## config.mk

```make
export PLATFORM = sky130hd
export DESIGN_NAME = clap_decoder
export DESIGN_NICKNAME = d
export VERILOG_FILES = /design/src/rtl/clap_decoder.sv
export SDC_FILE = /design/constraint.sdc
export NUM_CORES = 1
export LEC_CHECK = 0
export CAP_MARGIN = 10
export CORE_MARGIN = 5
export CORE_UTILIZATION = 55
export CTS_CLUSTER_DIAMETER = 100
export CTS_CLUSTER_SIZE = 40
export DETAILED_ROUTE_END_ITERATION = 10
export PLACE_DENSITY = 0.83
export SETUP_SLACK_MARGIN = 0.15
export SLEW_MARGIN = 15
export SYNTH_ARGS = -nofsm -noshare
export SYNTH_HDL_FRONTEND = slang
export SYNTH_SLANG_ARGS = --single-unit
```

## constraint.sdc

```tcl
create_clock -name clk -period 2.3 [get_ports clk]
set_clock_uncertainty 0.2 [all_clocks]
set_input_delay 0.69 -clock clk [delete_from_list [all_inputs] [get_ports clk]]
set_output_delay 0.69 -clock clk [all_outputs]
set_load 0.02 [all_outputs]
```

## src/rtl/clap_decoder.sv

```systemverilog
// clap_decoder: synchronises and debounces the microphone sound level,
// detects individual claps, groups closely spaced claps into a 1-3 clap
// command and offers it to the game controller on a valid/ready handshake.
module clap_decoder #(
    parameter int DEBOUNCE_CYC = 50_000,
    parameter int WINDOW_CYC   = 25_000_000
) (
    input  logic       clk,
    input  logic       reset_n,
    input  logic       sound_level,
    output logic       cmd_valid,
    output logic [1:0] cmd_count,
    input  logic       cmd_ready,
    output logic       clap_pulse,
    output logic       busy
);

    localparam int DW = (DEBOUNCE_CYC > 1) ? $clog2(DEBOUNCE_CYC) : 1;
    localparam int TW = (WINDOW_CYC > 1) ? $clog2(WINDOW_CYC) : 1;

    localparam logic [DW-1:0] DCNT_LAST  = DW'(DEBOUNCE_CYC - 1);
    localparam logic [TW-1:0] TIMER_LAST = TW'(WINDOW_CYC - 1);

    typedef enum logic [1:0] {
        IDLE    = 2'd0,
        COLLECT = 2'd1,
        PEND    = 2'd2
    } state_t;

    logic          r_sync1, r_sync2;
    logic          r_deb, r_deb_d;
    logic [DW-1:0] r_dcnt;
    logic          r_clap_pulse;

    state_t        r_state, w_state;
    logic [1:0]    r_count, w_count;
    logic [TW-1:0] r_timer, w_timer;
    logic          r_cmd_valid, w_cmd_valid;
    logic [1:0]    r_cmd_count, w_cmd_count;

    // Two-flop synchroniser; sound_level is asynchronous to clk.
    always_ff @(posedge clk) begin
        if (!reset_n) begin
            r_sync1 <= 1'b0;
            r_sync2 <= 1'b0;
        end else begin
            r_sync1 <= sound_level;
            r_sync2 <= r_sync1;
        end
    end

    // Debouncer: level follows sync only after DEBOUNCE_CYC consecutive disagreeing cycles.
    always_ff @(posedge clk) begin
        if (!reset_n) begin
            r_deb  <= 1'b0;
            r_dcnt <= '0;
        end else if (r_sync2 == r_deb) begin
            r_dcnt <= '0;
        end else if (r_dcnt == DCNT_LAST) begin
            r_deb  <= r_sync2;
            r_dcnt <= '0;
        end else begin
            r_dcnt <= r_dcnt + DW'(1);
        end
    end

    // Registered rising-edge detect of the debounced level gives one pulse per clap.
    always_ff @(posedge clk) begin
        if (!reset_n) begin
            r_deb_d      <= 1'b0;
            r_clap_pulse <= 1'b0;
        end else begin
            r_deb_d      <= r_deb;
            r_clap_pulse <= r_deb & ~r_deb_d;
        end
    end

    // FSM and command register state.
    always_ff @(posedge clk) begin
        if (!reset_n) begin
            r_state     <= IDLE;
            r_count     <= 2'd0;
            r_timer     <= '0;
            r_cmd_valid <= 1'b0;
            r_cmd_count <= 2'd0;
        end else begin
            r_state     <= w_state;
            r_count     <= w_count;
            r_timer     <= w_timer;
            r_cmd_valid <= w_cmd_valid;
            r_cmd_count <= w_cmd_count;
        end
    end

    // Next-state logic: a clap beats a coinciding timeout; claps during PEND are dropped.
    always_comb begin
        w_state     = r_state;
        w_count     = r_count;
        w_timer     = r_timer;
        w_cmd_valid = r_cmd_valid;
        w_cmd_count = r_cmd_count;
        case (r_state)
            IDLE: begin
                if (r_clap_pulse) begin
                    w_state = COLLECT;
                    w_count = 2'd1;
                    w_timer = '0;
                end
            end
            COLLECT: begin
                if (r_clap_pulse) begin
                    w_count = (r_count == 2'd3) ? 2'd3 : r_count + 2'd1;
                    w_timer = '0;
                end else if (r_timer == TIMER_LAST) begin
                    w_state     = PEND;
                    w_cmd_valid = 1'b1;
                    w_cmd_count = r_count;
                    w_timer     = '0;
                end else begin
                    w_timer = r_timer + TW'(1);
                end
            end
            PEND: begin
                if (r_cmd_valid && cmd_ready) begin
                    w_state     = IDLE;
                    w_cmd_valid = 1'b0;
                    w_cmd_count = 2'd0;
                    w_count     = 2'd0;
                end
            end
            default: begin
                w_state     = IDLE;
                w_count     = 2'd0;
                w_timer     = '0;
                w_cmd_valid = 1'b0;
                w_cmd_count = 2'd0;
            end
        endcase
    end

    assign cmd_valid  = r_cmd_valid;
    assign cmd_count  = r_cmd_count;
    assign clap_pulse = r_clap_pulse;
    assign busy       = (r_state != IDLE);

endmodule

```

# Word level (Yosys, flattened, before mapping)
# Index checks and enable logic that the tools add are counted.
[totals]
register_bits = 53
input_bits = 4
wordCells = 59
[classes]
add_sub_neg = 3
eq_ne = 11
mux = 19
bitwise = 6
reduce_logical = 9
[ops]
columns = ["op", "n"]
rows = [
  ["two-way mux 25 bit", 3],
  ["case mux 25 bit (3 select lines)", 1],
  ["adder 25 x 1 -> 25 bit, second input constant", 1],
  ["== test 25 bit, second input constant", 1],
  ["case mux 2 bit (3 select lines)", 3],
  ["adder 16 x 1 -> 16 bit, second input constant", 1],
  ["== test 16 bit, second input constant", 1],
  ["two-way mux 2 bit", 8],
  ["inequality test 2 bit, second input constant", 5],
  ["AND reduction 4 bit", 2],
  ["inverter 1 bit", 5],
  ["== test 2 bit, second input constant", 2],
  ["AND reduction 2 bit", 2],
  ["two-way mux 1 bit", 3],
  ["case mux 1 bit (3 select lines)", 1],
  ["AND reduction 3 bit", 1],
  ["OR reduction 3 bit", 1],
  ["adder 2 x 1 -> 2 bit, second input constant", 1],
  ["== test 2 x 1 -> 1 bit, second input constant", 1],
  ["logical NOT 2 bit", 1],
  ["nonzero test 2 bit", 1],
  ["bitwise AND 1 bit", 1],
  ["== test 1 bit", 1],
  ["logical AND 1 bit", 1],
]

# Longest topological paths before layout
# Gate-level depths: netlist (run 1).
[depth]
ltp_word = 4
depth_mapped = 7

# Least setup slack after synthesis (run 1)
# Ideal clock, no wire load.
[synth_path]
path_kind = "register -> register"
from = "reg r_timer[19]"
to = "reg r_timer[24]"
arrival_time_ns = 1.850
setup_slack_ns = 0.188
path_stages_with_launch = 7
n_path_buf = 1
path_cell_list = "dfxtp_1 -> nand4_1 -> or2_0 -> buf_2 -> or4_4 -> or4_1 -> nand3_1"
[synth_between]
elab_chain_len = 4
word_cells_on_any_way = 5
cone_classes = "add/sub: 1; eq/ne: 1; mux: 3"
[synth_rtl]
columns = ["item", "line", "source"]
rows = [
  ["from (decl)", "37", "logic [TW-1:0] r_timer, w_timer;"],
  ["from (signal assigned)", "89", "r_timer <= w_timer;"],
  ["adder 25 x 1 -> 25 bit / == test 25 bit (equally long branches)", "120, 114", ""],
  ["two-way mux 25 bit (*)", "114", "end else if (r_timer == TIMER_LAST) begin"],
  ["two-way mux 25 bit (*)", "111", "if (r_clap_pulse) begin"],
  ["case mux 25 bit (3 select lines) (*)", "102", "case (r_state)"],
]
# Every way passes the cells marked *; elsewhere a longest branch is shown, timed or not.
# A chain may end at the register's enable or synchronous reset.

# Worst setup path after layout (run 1)
[layout_path]
from = "reg r_dcnt[12]"
to = "reg r_deb"
[layout_between]
elab_chain_len = 2
[layout_rtl]
columns = ["item", "line", "source"]
rows = [
  ["from (decl)", "32", "logic [DW-1:0] r_dcnt;"],
  ["from (signal assigned)", "63", "r_dcnt <= r_dcnt + DW'(1);"],
  ["== test 16 bit", "59", "end else if (r_dcnt == DCNT_LAST) begin"],
  ["AND reduction 2 bit (no source line)", "n/a", ""],
  ["to (signal assigned)", "60", "r_deb <= r_sync2;"],
  ["to (decl)", "31", "logic r_deb, r_deb_d;"],
]
# Every way passes these cells.

==> metrics.log, run 1 <==
[metrics] result of the run: completed
[metrics] highest net fanout along the worst path: 4
[metrics] startpoint type of the worst setup path: register
[metrics] DR iter-0 viols: 301
[metrics] number of buffers on the longest clock path: 2
[metrics] placeable core region: 0.00432 mm2
[metrics] sequential share of the synthesized area: 0.433
[metrics] antenna violations before repair: 0
[metrics] max-slew violation count: 0
[metrics] post-synthesis cell area: 0.00245 mm2
[metrics] most used standard cells in the synthesized netlist: 53 x sky130_fd_sc_hd__dfxtp_1, 49 x sky130_fd_sc_hd__nor2_1, 26 x sky130_fd_sc_hd__nand2_1
[metrics] most instantiated library cell after synthesis: sky130_fd_sc_hd__dfxtp_1
[metrics] DP HPWL: 3540 um
[metrics] antenna diode count: 0
[metrics] die span in x: 76.7 um
[metrics] Syn. warnings: 0
[metrics] Crit Reg-Reg Endpoint: r_deb
[metrics] Syn Inst Count: 291
[metrics] number of nets still failing antenna checks after routing: 0
[metrics] worst r2r src: r_dcnt[12]
[metrics] required time at the endpoint of the critical path: 2.31 ns
[metrics] leading register cell type out of synthesis: sky130_fd_sc_hd__dfxtp_1
[metrics] element type at the critical path end: register
[metrics] synth unique cells: 41
[metrics] Routed WL: 5520 um
[metrics] total negative slack: 0 ns
[metrics] share of post-route cells with drive strength above 1: 0.152
[metrics] part of the cycle the worst path needs: 0.910
[metrics] drc violations: 0
[metrics] wire length of the first global-routing pass: 8960 um
[metrics] vias per cell: 5.83
[metrics] worst voltage drop across the vdd grid: 445 uV
[metrics] max-capacitance violation count: 0
[metrics] buffer and inverter count on the worst path: 1
[metrics] largest net degree at the start of global routing: 19
[metrics] first element of the critical path: r_dcnt[12]
[metrics] arrival time at the worst endpoint: 2.11 ns
[metrics] Final setup viols: 0
[metrics] delay contributed by the slowest stage of the critical path: 0.71 ns
[metrics] end point of the critical path: r_deb
[metrics] Top Family by Delay on Critical Path: simple AND/OR/NAND/NOR gates
[metrics] total congestion overflow: 0
[metrics] remaining max-slew budget at the tightest pin: 0.414
[metrics] share of flip-flops with an asynchronous set or reset: 0
[metrics] post-layout minimum cycle time: 2.09 ns
[metrics] layout overhead on the synthesized area: 19.3%
[metrics] area enclosed by the die boundary: 0.00589 mm2
[metrics] Mapped Nets: 297
[metrics] Worst Reg2Reg Path Length in Cells: 6
[metrics] number of top-level pins: 9
[metrics] list of cells traversed by the critical path: or4b_2 -> nor4_2 -> nand3_1 -> buf_4 -> mux2i_1 -> nor2b_1
[metrics] drt wl/cell: 15.0 um
[metrics] vias: 2,145
[metrics] setup repair after global routing missed its margin: true
[metrics] FF+latch count, synth: 53
[metrics] slew at the pin closest to its max-slew limit: 0.876 ns
[metrics] Hold Fails Final Rpt: 0
[metrics] initial standard-cell utilization of the core: 0.566
[metrics] net total in the final layout: 321
[metrics] clock tree from TritonCTS: done
[metrics] Die Span Y: 76.7 um
[metrics] Core Util, Final: 0.676
[metrics] dominant cells by area after synthesis: sky130_fd_sc_hd__dfxtp_1 43%, sky130_fd_sc_hd__xnor2_1 7.9%, sky130_fd_sc_hd__nor2_1 7.5%, sky130_fd_sc_hd__xor2_1 4.6%, sky130_fd_sc_hd__nand3_1 4.1%
[metrics] number of flops mapped to enable cells by yosys: 0
[metrics] number of input and output port buffers inserted: 8
[metrics] clock-pin slew reported for the worst setup and hold paths after clock tree synthesis: 0.10 ns
[metrics] depth of the CTS H-tree: 2
[metrics] static leakage power: 1.00 nW
[metrics] post-synth top area share: 0.433
[metrics] number of standard-cell rows in the floorplan: 24
[metrics] vias in the first global route: 1,991
[metrics] type of the worst setup path: register to register
[metrics] cell type contributing the most total cell area after synthesis: sky130_fd_sc_hd__dfxtp_1
[metrics] Avg Synthesized Cell Area: 8.41 um2
[metrics] # hold bufs at CTS: 0
[metrics] Hold Path Class: register to register
[metrics] Pwr per Cell Area: 585 mW/mm2
[metrics] Fmax achieved: 478 MHz
[metrics] clock latency at the later pin of the worst-skew pair: 0.31 ns
[metrics] clock buffers created by TritonCTS: 5
[metrics] Worst path depth: 6
[metrics] weighted congestion at the end of routability-driven global placement: 0.862
[metrics] iteration count of the initial detailed-routing pass: 4
[metrics] crit path max-delay cell type: sky130_fd_sc_hd__or4b_2
[metrics] power after layout: 1.71 mW
[metrics] Overall Global Routing Usage: 0.180
[metrics] CTS sink cnt: 53
[metrics] worst reg2reg setup slack: 0.21 ns
[metrics] root cell of the clock tree: sky130_fd_sc_hd__clkbuf_8
worst register-to-register path, delay by kind of cell (launching register included):
| kind | cells | cell delay (ns) |
|---|---|---|
| mux | 1 | 0.14 |
| buf+inv | 1 | 0.18 |
| flops | 1 | 0.35 |
| simple gates | 4 | 1.14 |
area by class of cell:
type	instances	area, um2
fill	319	1400
multi-input combinational	218	1380
sequential	53	1070
timing repair buffer	27	233
clock buffer	5	68.8
clock inverter	3	68.8
tap	52	65.1
inverter	10	37.5
placed cells by master (no fill, tap or decap), types with 4 or more instances in the layout:
master and instances:
sky130_fd_sc_hd__nor2_1 49, sky130_fd_sc_hd__nor4_1 5, sky130_fd_sc_hd__clkbuf_8 5, sky130_fd_sc_hd__a21oi_1 5, sky130_fd_sc_hd__and3_1 4, sky130_fd_sc_hd__dlygate4sd2_1 5, sky130_fd_sc_hd__dfxtp_2 5, sky130_fd_sc_hd__xor2_1 13
sky130_fd_sc_hd__and2_1 4, sky130_fd_sc_hd__nand4_1 10, sky130_fd_sc_hd__nor2b_1 5, sky130_fd_sc_hd__xnor2_1 22, sky130_fd_sc_hd__nand2_1 26, sky130_fd_sc_hd__inv_1 10, sky130_fd_sc_hd__a21boi_0 4, sky130_fd_sc_hd__nor3_1 8
sky130_fd_sc_hd__dfxtp_1 47, sky130_fd_sc_hd__nand3_1 19, sky130_fd_sc_hd__buf_4 17
report_power, final:
group | switching [mW] | internal (mW)
combinational | 0.0182 | 0.0155
sequential | 0.00140 | 0.918
clock | 0.317 | 0.438
how the worst min path moves through the flow:
stage | from | end | slack, ns | depth (start not counted)
2_1_floorplan | r_deb_d | clap_pulse | 0.17 | 1
3_3_place_gp | r_deb_d | clap_pulse | 0.18 | 1
3_5_place_dp | r_deb_d | clap_pulse | 0.19 | 1
4_1_cts | r_deb_d | clap_pulse | 0.21 | 1
5_1_grt | r_deb_d | clap_pulse | 0.23 | 1
6_report | r_deb_d | clap_pulse | 0.19 | 1
repair_timing:
action,4_1_cts,5_1_grt
gates resized for setup,11,15
cloned,0,0
setup endpoints to repair,34,43
buffers inserted,1,3
pin swaps,1,5
endpoints found under the hold margin,0,0
per-layer routing:
metal  GRT usage  share of wire  up-vias
li1            -              -     1057
met1       0.241           0.44     1004
met2       0.291           0.49       65
met5           0              0        -
met3      0.0351          0.051       19
met4      0.0559          0.026        0
sequential cells by signal, indices dropped and copies added, names as in the netlist:
name / cells
cmd_valid: 1
r_state: 2
r_sync2: 1
r_count: 2
clap_pulse: 1
r_deb_d: 1
r_dcnt: 16
cmd_count: 2
r_timer: 25
r_sync1: 1
r_deb: 1
cells by family (layout without fill, tap and decap cells):
group,count (synthesis),in the layout,share of synthesized area
XOR/XNOR,35,35,0.125
flip-flops,53,53,0.433
buffers and inverters,20,45,0.0327
multiplexers,1,1,0.00409
AO/OA/AOI/OAI,25,25,0.0726
adder cells (fa/ha/maj),2,2,0.0102
AND/OR/NAND/NOR,155,155,0.322
through the flow:
stage / hold slack (ns) / setup WS (ns) / instance area [um2] / cells
final: 0.193 / 0.206 / 2920 / 368
after global placement: 0.180 / 0.158 / 2680 / 356
after CTS: 0.211 / 0.155 / 2830 / 365
after global routing: 0.226 / 0.0955 / 2920 / 368
after floorplan: 0.167 / 0.188 / 2450 / 291
after detailed placement: 0.186 / 0.0856 / 2680 / 356
(Power assumes the default switching activity.)
==> run 2: changes to the inputs <==
--- a/config.mk
+++ b/config.mk
@@ -11,6 +11,7 @@
 export CTS_CLUSTER_DIAMETER = 100
 export CTS_CLUSTER_SIZE = 40
 export DETAILED_ROUTE_END_ITERATION = 10
+export HOLD_SLACK_MARGIN = 0.08
 export PLACE_DENSITY = 0.83
 export SETUP_SLACK_MARGIN = 0.15
 export SLEW_MARGIN = 15
==> results of run 2 <==
Same layout as run 1: the final DEF is identical, and so are final timing and power.
